`src/rtl/mux_sel_arbiter8_if.sv`:
```
// mux_sel_arbiter8_if: request/grant bundle between requesters and the mux-select arbiter; lock exists only with ARB_LOCK_EN
interface mux_sel_arbiter8_if;
    logic [7:0] req;
`ifdef ARB_LOCK_EN
    logic       lock;
`endif
    logic [7:0] gnt;
    logic [2:0] sel;
    logic       busy;
`ifdef ARB_LOCK_EN
    modport master (output req, output lock, input gnt, input sel, input busy);
    modport slave  (input req, input lock, output gnt, output sel, output busy);
`else
    modport master (output req, input gnt, input sel, input busy);
    modport slave  (input req, output gnt, output sel, output busy);
`endif
endinterface

```
`src/rtl/mux_sel_arbiter8.sv`:
```
// mux_sel_arbiter8: round-robin 8:1 select arbiter with hold timer and one turnaround cycle; ARB_LOCK_EN adds lock
module mux_sel_arbiter8 #(
    parameter int MAX_HOLD = 4,
    parameter int CNT_W    = 3
) (
    input logic               clk,
    input logic               rst_n,
    mux_sel_arbiter8_if.slave bus
);
    if (MAX_HOLD < 1 || MAX_HOLD > 2**CNT_W) begin : g_chk
        $error("mux_sel_arbiter8: illegal MAX_HOLD %0d for CNT_W %0d", MAX_HOLD, CNT_W);
    end
    typedef enum logic [1:0] {IDLE, OWN, TURN} state_t;
    state_t           state, state_n;
    logic [2:0]       ptr, ptr_n, sel, sel_n, win, idx;
    logic [7:0]       gnt, gnt_n;
    logic             busy, busy_n, found, lk, timeout, rel;
    logic [CNT_W-1:0] hold_cnt, cnt_n;
`ifdef ARB_LOCK_EN
    assign lk = bus.lock;
`else
    assign lk = 1'b0;
`endif
    assign timeout  = hold_cnt == CNT_W'(MAX_HOLD - 1);
    assign rel      = !bus.req[sel] || (timeout && !lk);
    assign bus.gnt  = gnt;
    assign bus.sel  = sel;
    assign bus.busy = busy;
    // first set request after ptr, wrapping; ptr itself is checked last
    always_comb begin
        win = '0;
        found = 1'b0;
        idx = '0;
        for (int i = 1; i <= 8; i++) begin
            idx = ptr + 3'(i);
            if (!found && bus.req[idx]) begin
                win = idx;
                found = 1'b1;
            end
        end
    end
    always_comb begin
        state_n = state;
        ptr_n = ptr;
        cnt_n = hold_cnt;
        gnt_n = gnt;
        sel_n = sel;
        busy_n = busy;
        case (state)
            OWN: begin
                if (rel) begin
                    state_n = TURN;
                    gnt_n = '0;
                    busy_n = 1'b0;
                    ptr_n = sel;
                end else begin
                    cnt_n = timeout ? hold_cnt : hold_cnt + 1'b1;
                end
            end
            default: begin
                state_n = found ? OWN : IDLE;
                gnt_n = found ? 8'b1 << win : '0;
                sel_n = found ? win : sel;
                busy_n = found;
                cnt_n = '0;
            end
        endcase
    end
    always_ff @(posedge clk) begin
        if (!rst_n) begin
            state <= IDLE;
            ptr <= 3'd7;
            hold_cnt <= '0;
            gnt <= '0;
            sel <= '0;
            busy <= 1'b0;
        end else begin
            state <= state_n;
            ptr <= ptr_n;
            hold_cnt <= cnt_n;
            gnt <= gnt_n;
            sel <= sel_n;
            busy <= busy_n;
        end
    end
endmodule

```
`src/flat_wrapper.sv`:
```
// flat-port wrapper written by rule: the top's interface ports become plain ports
module mux_sel_arbiter8_flat 
#(
    parameter int MAX_HOLD = 4,
    parameter int CNT_W    = 3
)
  (clk, rst_n, bus_req, bus_gnt, bus_sel, bus_busy);
  mux_sel_arbiter8_if bus_i ();
  input logic clk;
  input logic rst_n;
  input wire logic [$bits(bus_i.req)-1:0] bus_req;
  output wire logic [$bits(bus_i.gnt)-1:0] bus_gnt;
  output wire logic [$bits(bus_i.sel)-1:0] bus_sel;
  output wire logic [$bits(bus_i.busy)-1:0] bus_busy;
  assign bus_i.req = bus_req;
  assign bus_gnt = bus_i.gnt;
  assign bus_sel = bus_i.sel;
  assign bus_busy = bus_i.busy;
  mux_sel_arbiter8 #(.MAX_HOLD(MAX_HOLD), .CNT_W(CNT_W)) u_core (.clk(clk), .rst_n(rst_n), .bus(bus_i));
endmodule
```
`config.mk`:
```
export PLATFORM = sky130hd
export DESIGN_NAME = mux_sel_arbiter8_flat
export DESIGN_NICKNAME = d
export VERILOG_FILES = /design/src/rtl/mux_sel_arbiter8_if.sv /design/src/rtl/mux_sel_arbiter8.sv /design/src/flat_wrapper.sv
export SDC_FILE = /design/constraint.sdc
export NUM_CORES = 1
export LEC_CHECK = 0
export ABC_AREA = 1
export CORE_ASPECT_RATIO = 0.75
export CORE_UTILIZATION = 40
export DETAILED_ROUTE_END_ITERATION = 7
export SYNTH_ARGS = -nofsm -noshare
export SYNTH_HDL_FRONTEND = slang
export SYNTH_SLANG_ARGS = --single-unit
```
`constraint.sdc`:
```
create_clock -name clk -period 4.6 [get_ports clk]
set_input_delay 1.38 -clock clk [delete_from_list [all_inputs] [get_ports clk]]
set_output_delay 1.38 -clock clk [all_outputs]
set_load 0.01 [all_outputs]
```
# Word-level counts from Yosys, hierarchy flattened

Index checks and enable logic that the tools add are counted.

Bits in registers: 20
Input bits: 10
Word-level logic and storage cells: 92

Add/sub/neg operators: 8
$lt $le $gt $ge: 9
Eq/ne operators: 3
Shift operators: 1
Multiplexer cells: 42
Bitwise operators: 3
Reduce and logical (&&, ||, !) cells: 20

Operators by type and width:

| kind                                                                          | count |
|---|---|
| 3-bit by 4-bit less-than comparator with 1-bit output (second input constant) | 9 |
| 1-bit binary-select mux with 3-bit select                                     | 9 |
| 3-bit 2-to-1 mux                                                              | 8 |
| 8-bit 2-to-1 mux                                                              | 3 |
| 1-bit 2-to-1 mux                                                              | 20 |
| 3-bit adder (second input constant)                                           | 4 |
| 1-bit logical NOT                                                             | 8 |
| 2-bit AND reduction                                                           | 4 |
| 1-bit by 3-bit left shift with 8-bit output (first input constant)            | 1 |
| 1-bit logical AND                                                             | 7 |
| 3-bit by 1-bit adder with 3-bit output (second input constant)                | 2 |
| 3-bit by 2-bit adder with 3-bit output (second input constant)                | 2 |
| 2-bit 2-to-1 mux                                                              | 2 |
| 3-bit by 2-bit == test with 1-bit output (second input constant)              | 1 |
| 1-bit inverter                                                                | 3 |
| 2-bit by 1-bit == test with 1-bit output (second input constant)              | 1 |
| 2-bit by 1-bit != test with 1-bit output (second input constant)              | 1 |
| 1-bit logical OR                                                              | 1 |

# Depth between registers and ports, before layout

Depth after elaboration: 28
Mapped depth: 19
Depth with buffers taken out: 18

# Least setup slack after synthesis

OpenSTA, ideal clock, no wires.

Kind: input to register
Start point: input bus_req[6]
End point: register u_core.gnt[7], in the netlist u_core.bus.gnt[7]
Setup time: 0.073 ns
Arrival time: 2.653 ns
Slack: 1.875 ns
Stages on the path: 13
Cell sequence: nand2_1 > nand3_2 > nand3_2 > nand2_4 > nor2_8 > nand4_4 > nor2_4 > nand3_1 > nand2_2 > nor2_2 > nor2_2 > nand3_1 > a21oi_1

Longest elaborated chain between the ends: 27

Ends and longest elaborated chain:

| element                                     | line                   | source |
|---|---|---|
| start: declaration                          | flat_wrapper.sv:11     | `input wire logic [$bits(bus_i.req)-1:0] bus_req;` |
| 1-bit binary-select mux with 3-bit select   | mux_sel_arbiter8.sv:36 | `if (!found && bus.req[idx]) begin` |
| 1-bit 2-to-1 mux (not written as such)      | mux_sel_arbiter8.sv:36 |  |
| 1-bit 2-to-1 mux                            | mux_sel_arbiter8.sv:36 |  |
| 1-bit logical NOT                           | mux_sel_arbiter8.sv:36 |  |
| 1-bit logical AND                           | mux_sel_arbiter8.sv:36 |  |
| 1-bit 2-to-1 mux                            | mux_sel_arbiter8.sv:36 |  |
| 1-bit logical NOT                           | mux_sel_arbiter8.sv:36 |  |
| 1-bit logical AND                           | mux_sel_arbiter8.sv:36 |  |
| [11 not listed]                             | -                      |  |
| 1-bit logical AND                           | mux_sel_arbiter8.sv:36 |  |
| 1-bit 2-to-1 mux                            | mux_sel_arbiter8.sv:36 |  |
| 1-bit logical NOT                           | mux_sel_arbiter8.sv:36 |  |
| 1-bit logical AND                           | mux_sel_arbiter8.sv:36 |  |
| 3-bit 2-to-1 mux                            | mux_sel_arbiter8.sv:36 |  |
| 1-bit by 3-bit left shift with 8-bit output | mux_sel_arbiter8.sv:62 | `gnt_n = found ? 8'b1 << win : '0;` |
| 8-bit 2-to-1 mux                            | mux_sel_arbiter8.sv:62 |  |
| 8-bit 2-to-1 mux                            | mux_sel_arbiter8.sv:49 | `case (state)` |
| end signal: assignment                      | mux_sel_arbiter8.sv:81 | `gnt <= gnt_n;` |
| end: declaration                            | mux_sel_arbiter8.sv:16 | `logic [7:0] gnt, gnt_n;` |

Parallel ways exist; a longest one is shown, timed or not. The select of a mux whose other input is x is not followed.
A chain may end at the register's enable or synchronous reset.

# Final worst setup path

Start point: input bus_req[4]
End point: register u_core.gnt[5], in the netlist u_core.bus.gnt[5]

Same word-level chain as after synthesis.

==> flow_summary.json <==
{
  "cp.arrival_ns": 3.44,
  "initial_antenna_violation_count": 0,
  "grt_pass1_wl_mm": 6.872,
  "finalPower_mw": 1.636,
  "synth.most_common_cell": "nand2_1",
  "max-vdd-ir-drop_mv": 0.3355,
  "detail_route.iter0.violations": 67,
  "power_density_nw_per_um2": 828.1,
  "drc_errors": 0,
  "setup_violations": 0,
  "worst_r2r_startpoint": "u_core.ptr[1]",
  "clk_lat_worst_skew_ns": 0.25,
  "ys_ff_latch": 19,
  "final_min_period_over_clock_period": 0.7095,
  "synth.top_cells.by_count": "nand2_1 (75), nand3_1 (31), dfxtp_1 (19)",
  "syn_to_final_growth_pct": 18.01,
  "cts.root.buffer_cell": "clkbuf_8",
  "hold_viol_final": 0,
  "end_point_of_the_most_critical_hold_path": "u_core.bus.gnt[2]",
  "maxClockFrequency_ghz": 0.3064,
  "synth.area.mux_share": 0,
  "timing.hold.worst_path_depth": 2,
  "ctsResizeCount": 0,
  "synth_fa_ha_area_frac": 0.02990,
  "finalSetupTns_ns": 0,
  "synth_top_cell_by_area": "dfxtp_1",
  "post_synth_inst_count": 251,
  "synthesis.area_um2": 1674,
  "main_area_contributors_after_synthesis": "dfxtp_1 (23%), nand2_1 (17%), nand3_1 (9.3%), nand3_2 (7.2%), a21oi_1 (4.2%)",
  "slew_violations": 0,
  "timing.final.ws_setup_ns": 1.336,
  "hold_start": "u_core.bus.gnt[2]",
  "groute.usage.overall": 0.1960,
  "row_count": 19,
  "fp.dieH_um": 58.03,
  "vias_per_cell": 4.963,
  "synthDistinctLibCells": 34,
  "totalWireLength_mm": 3.961,
  "worst_path_most_repeated_cell": "nand2_1",
  "hpwl_mm": 3.171,
  "synthArstFlopShare": 0,
  "core_um2": 3827,
  "p_leak_nw": 0.8978,
  "clock_path_buffers": 2,
  "htree_levels": 1,
  "clkSlewWorstSetupHoldPaths_ns": 0.07,
  "timing.critical_path.from_type": "primary input",
  "final_critical_period_ns": 3.264,
  "post_synth_xor_area_fraction": 0.02466,
  "worst_clock_skew_ns": 0.002842,
  "worstPathCellList": "clkdlybuf4s50_1, nand2_1, nand3_1, nand2_1, o21ai_1, inv_1, nand3b_1, nand2_1, a21oi_2, nand3_1, a21oi_1",
  "slowest_stage": "clkdlybuf4s50_1",
  "mean_routed_wirelength_per_cell_um": 12.15,
  "seq_area_frac_synth": 0.2272,
  "synth_top_cell_area_share": 0.2272,
  "fill_cells": 390,
  "worstHoldPathType": "flip-flop to flip-flop",
  "io_buffers": 21,
  "detailed_router_iteration_count_before_antenna_repair": 5,
  "tightestPinTransition_ns": 0.6219,
  "post_synth.cell_area_avg_um2": 6.670,
  "cts_hold_repair.buffers": 0,
  "synth_edf_count": 0,
  "ioPinCount": 22,
  "worstPathRequired_ns": 4.78,
  "grt_setup_unrepaired": "no",
  "critical_path_class": "primary input to flip-flop",
  "num_vias": 1618,
  "total_clock_buffers_created_by_cts": 3,
  "worst_r2r_path_depth": 13,
  "postRouteAntennaNets": 0,
  "dp_slack_ns": 1.090,
  "timing.critical_path.fanout_max": 4,
  "maximum_number_of_pins_on_one_net_before_global_route_repair": 14,
  "clock_sink_count": 19,
  "drv.max_cap_violation_count": 0,
  "grt_remaining_overflow": 0,
  "combinational_family_with_the_most_area_after_synthesis": "simple AND/OR/NAND/NOR gates",
  "end_kind": "flip-flop",
  "outcome": "finished, final reports clean",
  "drive_gt1_frac": 0.1898,
  "diodes": 0,
  "synth-warning-count": 0,
  "weighted_congestion_at_the_end_of_routability_driven_global_placement": 0.8481,
  "setup.reg_to_reg.worst_slack_ns": 1.72,
  "synth-compound-area-share": 0.1233,
  "syn-num-nets": 265,
  "net_count_reported_at_finish": 289,
  "die_area_um2": 4451,
  "post_synthesis_simple_gate_area_fraction": 0.5142,
  "critical_path.reg2reg.endpoint": "u_core.bus.gnt[5]",
  "clock_tree_from_tritoncts": "done",
  "post_cts_setup_bufs": 0,
  "synth_top_flop_cell": "dfxtp_1",
  "first_global_vias": 1447,
  "max_slew_margin": 0.5839,
  "highest_cell_delay_on_the_worst_timing_path_ns": 0.51,
  "start_util": 0.4374,
  "die-width_um": 76.70
}
-- registers in the layout, indices dropped and copies added (netlist names) --
name and count:
u_core.bus.gnt 8, u_core.ptr 3, u_core.hold_cnt 3, u_core.state 2, u_core.bus.sel 3
-- critical path, delay by kind of cell --
kind,cells,cell delay (ns)
AO/OA/AOI/OAI,3,0.70
buffers and inverters,2,0.67
AND/OR/NAND/NOR,6,0.68
-- layout by cell type (no fill, tap or decap), types with 3 or more instances in the layout --
master,synthesis,final
o211ai_1,3,3
inv_2,8,8
nand2_4,3,3
nand3_2,12,12
dfxtp_1,19,19
nor2_4,3,3
nor2_2,4,4
nand2_2,8,8
clkbuf_8,0,3
ha_1,4,4
a21oi_1,14,14
o21ai_0,7,7
nand2_1,75,75
clkdlybuf4s50_1,0,21
nor2_1,15,15
nand3_1,31,31
inv_1,18,18
nand4_1,4,4
-- cell type report --
type / instances / area [um^2] / area share
clock buffers: 4 / 45.04 / 0.02280
repair buffers: 23 / 225.2 / 0.1140
multi-input cells: 201 / 1159 / 0.5864
flip-flops and latches: 19 / 380.4 / 0.1925
well taps: 52 / 65.06 / 0.03293
inverters: 27 / 101.3 / 0.05130
-- stage by stage --
step                      instance area [um^2]  hold WS [ns]    util  cells
after global placement                    1931        0.4572  0.5044    322
after CTS                                 1976        0.4698  0.5162    326
after global routing                      1976        0.4871  0.5162    326
final                                     1976        0.4662  0.5162    326
after floorplan                           1674        0.4475       -    251
after detailed placement                  1931        0.4584  0.5044    322
-- report_power, final --
part	switching [mW]	internal, mW
Clock	0.0518	0.0615
Sequential	0.0415	0.213
Combinational	0.823	0.445
-- how the worst max path moves through the flow --
| stage | start | depth (start not counted) | end | slack (ns) |
|---|---|---|---|---|
| global placement | bus_req[0] | 10 | u_core.bus.gnt[3] | 1.07 |
| floorplan | bus_req[6] | 13 | u_core.bus.gnt[7] | 1.87 |
| finish | bus_req[4] | 11 | u_core.bus.gnt[5] | 1.34 |
| CTS | bus_req[0] | 10 | u_core.bus.gnt[3] | 1.35 |
| detailed placement | bus_req[0] | 10 | u_core.bus.gnt[3] | 1.09 |
| global route | bus_req[0] | 10 | u_core.bus.gnt[3] | 1.11 |
-- per-layer routing --
layer,GRT usage,part of all wire,up-vias
li1,-,-,877
met1,0.3093,0.57,705
met2,0.2781,0.38,36
met3,0.03937,0.056,0
met4,0.01648,0,0
met5,0,0,-
-- logic make-up (layout without fill, tap and decap cells) --
kind of cell | count (synthesis) | in the layout
buffers and inverters | 31 | 54
adders and majority gates | 4 | 4
xor gates and xnor gates | 3 | 3
and+or+nand+nor | 161 | 161
DFF | 19 | 19
AOI/OAI and AO/OA | 33 | 33
No activity file was read; power rests on OpenSTA's default activity.
